===== src/rtl/transmitter_bit_timer.sv =====
`default_nettype none
// ============================================================================
// Module   : transmitter_bit_timer
// Brief    : UART TX bit-period timer: START/DATA/PARITY/STOP done strobes and
//            data-bit index. Optional macro TRANSMITTER_BIT_TIMER_HALF_STOP_EN
//            enables 1.5 stop bits (i_stop_bits = 2).
// Revision : 1.0 - initial release
// ============================================================================
module transmitter_bit_timer #(
  parameter int CNT_WIDTH              = 24,
  parameter int DEFAULT_CLOCKS_PER_BIT = 434,
  parameter int STOP_GUARD_CLOCKS      = 0
) (
  input  logic                 i_clock,
  input  logic                 i_resetL,
  input  logic                 i_state_is_START,
  input  logic                 i_state_is_DATA,
  input  logic                 i_state_is_PARITY,
  input  logic                 i_state_is_STOP,
  input  logic [CNT_WIDTH-1:0] i_clocks_per_bit,
  input  logic [3:0]           i_data_bits,
  input  logic [1:0]           i_stop_bits,
  output logic                 o_bit_done,
  output logic                 o_stop_done,
  output logic                 o_last_data_bit,
  output logic [3:0]           o_bit_index
);

  localparam int                   c_sum_w       = CNT_WIDTH + 2;
  localparam logic [CNT_WIDTH-1:0] c_cnt_one     = CNT_WIDTH'(1);
  localparam logic [CNT_WIDTH-1:0] c_cnt_two     = CNT_WIDTH'(2);
  localparam logic [CNT_WIDTH-1:0] c_default_cpb = CNT_WIDTH'(DEFAULT_CLOCKS_PER_BIT);
  localparam logic [c_sum_w-1:0]   c_guard       = c_sum_w'(STOP_GUARD_CLOCKS);
  localparam logic [c_sum_w-1:0]   c_rst_sum     = {2'b00, c_default_cpb} + c_guard;
  localparam logic [CNT_WIDTH-1:0] c_rst_stop    =
    (c_rst_sum[c_sum_w-1:CNT_WIDTH] != 2'b00) ? {CNT_WIDTH{1'b1}} : c_rst_sum[CNT_WIDTH-1:0];

  // One-hot phase encoding after priority resolution
  localparam logic [3:0] c_ph_none   = 4'b0000;
  localparam logic [3:0] c_ph_start  = 4'b0001;
  localparam logic [3:0] c_ph_data   = 4'b0010;
  localparam logic [3:0] c_ph_parity = 4'b0100;
  localparam logic [3:0] c_ph_stop   = 4'b1000;

  logic [CNT_WIDTH-1:0] r_count;
  logic [3:0]           r_bit_index;
  logic                 r_start_q;
  logic [3:0]           r_phase_q;
  logic [CNT_WIDTH-1:0] r_cpb_l;
  logic [3:0]           r_nbits_l;
  logic [CNT_WIDTH-1:0] r_stop_limit_l;

  logic [3:0]           w_phase;
  logic                 w_active;
  logic                 w_in_bit_phase;
  logic                 w_in_data;
  logic                 w_latch;
  logic [CNT_WIDTH-1:0] w_cpb_in;
  logic [3:0]           w_nbits_in;
  logic [c_sum_w-1:0]   w_stop_sum;
  logic [CNT_WIDTH-1:0] w_stop_in;
  logic [CNT_WIDTH-1:0] w_cpb;
  logic [3:0]           w_nbits;
  logic [CNT_WIDTH-1:0] w_stop_limit;
  logic [CNT_WIDTH-1:0] w_cnt;
  logic                 w_bit_done;
  logic                 w_stop_done;
  logic                 w_last_bit;

  always_comb begin
    w_phase = c_ph_none;
    if (i_state_is_STOP)        w_phase = c_ph_stop;
    else if (i_state_is_PARITY) w_phase = c_ph_parity;
    else if (i_state_is_DATA)   w_phase = c_ph_data;
    else if (i_state_is_START)  w_phase = c_ph_start;
  end

  assign w_active       = (w_phase != c_ph_none);
  assign w_in_data      = (w_phase == c_ph_data);
  assign w_in_bit_phase = (w_phase == c_ph_start) | w_in_data | (w_phase == c_ph_parity);

  // Config is sampled once on START entry; bypassed so the entry cycle sees it
  assign w_latch    = i_state_is_START & ~r_start_q;
  assign w_cpb_in   = (i_clocks_per_bit < c_cnt_two) ? c_default_cpb : i_clocks_per_bit;
  assign w_nbits_in = ((i_data_bits >= 4'd5) && (i_data_bits <= 4'd9)) ? i_data_bits : 4'd8;

  always_comb begin
    w_stop_sum = {2'b00, w_cpb_in} + c_guard;
    case (i_stop_bits)
      2'd1:    w_stop_sum = {2'b00, w_cpb_in} + {2'b00, w_cpb_in} + c_guard;
`ifdef TRANSMITTER_BIT_TIMER_HALF_STOP_EN
      2'd2:    w_stop_sum = {2'b00, w_cpb_in} + {3'b000, w_cpb_in[CNT_WIDTH-1:1]} + c_guard;
`endif
      default: w_stop_sum = {2'b00, w_cpb_in} + c_guard;
    endcase
  end

  assign w_stop_in = (w_stop_sum[c_sum_w-1:CNT_WIDTH] != 2'b00) ? {CNT_WIDTH{1'b1}}
                                                                : w_stop_sum[CNT_WIDTH-1:0];

  assign w_cpb        = w_latch ? w_cpb_in   : r_cpb_l;
  assign w_nbits      = w_latch ? w_nbits_in : r_nbits_l;
  assign w_stop_limit = w_latch ? w_stop_in  : r_stop_limit_l;

  // A phase change without a done strobe (abort) restarts the count at zero
  assign w_cnt       = (w_phase != r_phase_q) ? '0 : r_count;
  assign w_bit_done  = w_in_bit_phase & (w_cnt == (w_cpb - c_cnt_one));
  assign w_stop_done = (w_phase == c_ph_stop) & (w_cnt == (w_stop_limit - c_cnt_one));
  assign w_last_bit  = (r_bit_index == (w_nbits - 4'd1));

  always_ff @(posedge i_clock or negedge i_resetL) begin
    if (!i_resetL) begin
      r_count        <= '0;
      r_bit_index    <= 4'd0;
      r_start_q      <= 1'b0;
      r_phase_q      <= c_ph_none;
      r_cpb_l        <= c_default_cpb;
      r_nbits_l      <= 4'd8;
      r_stop_limit_l <= c_rst_stop;
    end else begin
      r_start_q <= i_state_is_START;
      r_phase_q <= w_phase;

      if (w_latch) begin
        r_cpb_l        <= w_cpb_in;
        r_nbits_l      <= w_nbits_in;
        r_stop_limit_l <= w_stop_in;
      end

      if (!w_active || w_bit_done || w_stop_done) r_count <= '0;
      else                                        r_count <= w_cnt + c_cnt_one;

      if (!w_in_data)      r_bit_index <= 4'd0;
      else if (w_bit_done) r_bit_index <= w_last_bit ? 4'd0 : r_bit_index + 4'd1;
    end
  end

  assign o_bit_done      = w_bit_done;
  assign o_stop_done     = w_stop_done;
  assign o_last_data_bit = w_in_data & w_last_bit;
  assign o_bit_index     = r_bit_index;

endmodule
`default_nettype wire


===== config.mk =====
export PLATFORM = sky130hd
export DESIGN_NAME = transmitter_bit_timer
export DESIGN_NICKNAME = d
export VERILOG_FILES = /design/src/rtl/transmitter_bit_timer.sv
export SDC_FILE = /design/constraint.sdc
export NUM_CORES = 1
export LEC_CHECK = 0
export BUFFER_PORTS_ARGS = -buffer_cell sky130_fd_sc_hd__buf_2
export CORE_UTILIZATION = 55
export DETAILED_ROUTE_END_ITERATION = 16
export GPL_TIMING_DRIVEN = 0
export PLACE_DENSITY = 0.73
export REMOVE_ABC_BUFFERS = 1
export SLEW_MARGIN = 20
export SYNTH_ARGS = -nofsm -noshare
export SYNTH_HDL_FRONTEND = slang
export SYNTH_SLANG_ARGS = --single-unit

===== constraint.sdc =====
create_clock -name i_clock -period 12.4 [get_ports i_clock]
set_input_delay 0.62 -clock i_clock [delete_from_list [all_inputs] [get_ports i_clock]]
set_output_delay 0.62 -clock i_clock [all_outputs]
set_load 0.005 [all_outputs]

==> reports/results.ini <==
[clocking]
cts_max_path_buffers = 2
clock_latency_ps = 350
clock-root-buffer = clkbuf_16
cts_buffers = 9
cts_tree = built
clk_pin_slew_worst_paths_ps = 70
postCtsSetupBuffers = 0
cts_hold_buf = 0
cts_resized = 0
htree_levels = 3
clock-sinks = 85

[power_and_ir_drop]
switching_share_pct = 32.0
p_seq_share_pct = 37.3
p_per_area_mw_per_mm2 = 115
leakage_nw = 3.10
internal_power_w = 0.000583
p_sw_w = 0.000274
clkPwrFrac_pct = 35.7
ir_drop_v = 0.0000651
combPwrFrac_pct = 26.9

[finish]
drive_above_1_share_pct = 14.3
design_area_mm2 = 0.00749
fin_nets = 868
syn_to_final_growth_pct = 10.3
diodes = 0
fin_cells = 979

[sta]
fmax_ghz = 0.152
setup-violations-final = 0
drv_slew = 0
maxSlewHeadroom_pct = 36.0
fin_setup_tns_ps = 0
finalCriticalPeriod_ps = 6580
rsz0062_at_grt = false
fin_hold_ws_ps = 234
worst_pin_slew_ps = 953
hold_viol_final = 0
finalClockSkew_ps = 8.27
fin_crit_sh_pct = 53.1

[grt]
grt_overflow = 0
grtUsageTotal_pct = 36.0
grt_pass1_wl_mm = 35.1
antenna_found_initial = 0
grt_max_degree = 52
grt_pass1_vias = 6452

[synthesis]
syn_area_mm2 = 0.00679
synth.distinct_cells = 81
synth-main-ff-cell = dfrtp_1
synth_xor_xnor_area_share_pct = 11.3
synth_common_cells = nand2_1, dfrtp_1, nor2_1
yosys.area_share.simple_pct = 27.6
synth-adder-area-share_pct = 0.921
ys_warn_count = 0
synthMuxAreaShare_pct = 4.83
synthCells = 816
synth_seq_cells = 85
yosysMostFrequentCell = nand2_1
async_flop_share_pct = 100
synthTopCellsByArea = dfrtp_1, xnor2_1, nand2_1, xor2_1, dfstp_2
synth_top_area_share_pct = 27.3
avgSynthCellArea_um2 = 8.32
synth_top_area_cell = dfrtp_1
synth-compound-area-share_pct = 18.6
ys_seq_area_share_pct = 31.5
synth_top_family_by_area = simple AND/OR/NAND/NOR gates
synth_edf_count = 0

[floorplan]
io-pin-count = 43
start_util_pct = 56.5
die_h_um = 113
rows = 40
coreArea_mm2 = 0.0120
die-area_mm2 = 0.0128
die_x_um = 113

[setup_path]
critPathCaptureType = output pin
critPathMaxStageDelay_ps = 700
cpMostUsedCell = buf_2
criticalPathCategory = in -> out
cp_slowest_cell = nor3_1
cp_data_required_time_ps = 11780
crit_family = simple AND/OR/NAND/NOR gates
cp_num_buf_inv = 3
crit_path_start_kind = primary input
cp.arrival_ps = 5960
worstPathMaxFanout = 10
path_cells = buf_2, nor4_1, nand4_1, nor2_1, o21ai_0, inv_1, ha_1, nor4b_1, mux2i_1, nor3_1, nand3_2, or4_1, a21oi_1, o2111ai_1, nor4_4, buf_2

[placed_design]
io_buffers = 42
dp.cells = 963
gp_congestion = 0.940
postPlaceCellArea_mm2 = 0.00715
hpwlAfterDp_mm = 16.0

[flow_run]
drv_cap = 0

[hold_path]
hold_class = in -> async

[route]
num_vias = 6819
wl_per_cell_um = 22.5
drc = 0
drt-initial-drc-count = 826
avgViaCountPerCell = 6.97
dr.pass1.iters = 7
wirelength_mm = 22.0
ant_nets = 0

[status]
status = complete, no violations

cell type report:
cell class	instances	area, µm²
clock buffers	13	270
clock inverters	3	67.6
fillers	1062	4520
inverters	33	124
multi-input cells	648	4360
flip-flops and latches	85	2140
well taps	147	184
repair buffers	50	340
metal layers:
| layer | GRT usage, % | vias up | routed length [µm] |
|---|---|---|---|
| met1 | 48.8 | 3304 | 9130 |
| met3 | 7.34 | 68 | 2110 |
| met2 | 55.1 | 413 | 9900 |
| li1 | - | 3034 | - |
| met4 | 17.5 | 0 | 884 |
| met5 | 0 | - | 0 |
stage by stage:
stage | util [%] | total power (W) | setup slack [ps]
after floorplan | - | 0.000470 | 6200
after global placement | 57.8 | 0.000533 | 2550
after detailed placement | 59.5 | 0.000547 | 6070
after CTS | 62.3 | 0.000853 | 6010
after global routing | 62.3 | 0.000894 | 5610
final | 62.3 | 0.000857 | 5820
worst paths after layout:
kind / end / start / depth (start not counted) / slack (ps)
worst min register to register: r_cpb_l[23]$_DFF_PN0_ / r_cpb_l[23]$_DFF_PN0_ / 2 / 500
max in group asynchronous: r_nbits_l[3]$_DFF_PN1_ / i_resetL / 2 / 11490
worst max-delay path: o_bit_done / i_clocks_per_bit[21] / 16 / 5820
worst max register to register: r_count[15]$_DFF_PN0_ / r_start_q$_DFF_PN0_ / 16 / 6550
min in group i_clock: r_phase_q[3]$_DFF_PN0_ / i_state_is_STOP / 1 / 500
worst min-delay path: r_stop_limit_l[6]$_DFF_PN0_ / i_resetL / 1 / 230
power groups by stage:
stage,clock network (W),logic (W),registers [W]
finish,0.000306,0.000231,0.000320
global route,0.000321,0.000250,0.000323
CTS,0.000309,0.000225,0.000319
detailed placement,0,0.000223,0.000324
global placement,0,0.000211,0.000323
floorplan,0,0.000151,0.000319
registers in the layout (all words and copies together), names as in the netlist:
register and count:
o_bit_index 4, r_count 24, r_cpb_l 24, r_nbits_l 4, r_phase_q 4, r_start_q 1
r_stop_limit_l 24
cell usage in the layout (no fill, tap or decap), types with 9 or more instances in the layout:
cell type  instances
dfrtp_1           74
xor2_1            36
nand2b_1          10
o21ai_0           30
and3_1            12
o211ai_1          18
mux2i_1           20
inv_1             33
o22ai_1           19
a31oi_1           10
mux2_2            10
dfstp_2           11
a21oi_1           25
nand2_1           84
nand4_1           15
nor4_1            27
nor3_1            42
nand3_1           21
clkbuf_16          9
nor2_1            65
buf_2             41
xnor2_1           45
cell families (layout without fill, tap and decap cells):
kind of cell / Yosys count / count (layout)
buf+inv: 83 / 99
compound gates: 181 / 181
fa+ha+maj: 5 / 5
xor+xnor: 84 / 84
mux: 31 / 31
flops: 85 / 85
simple gates: 347 / 347
Power figures use the tool's default switching activity.
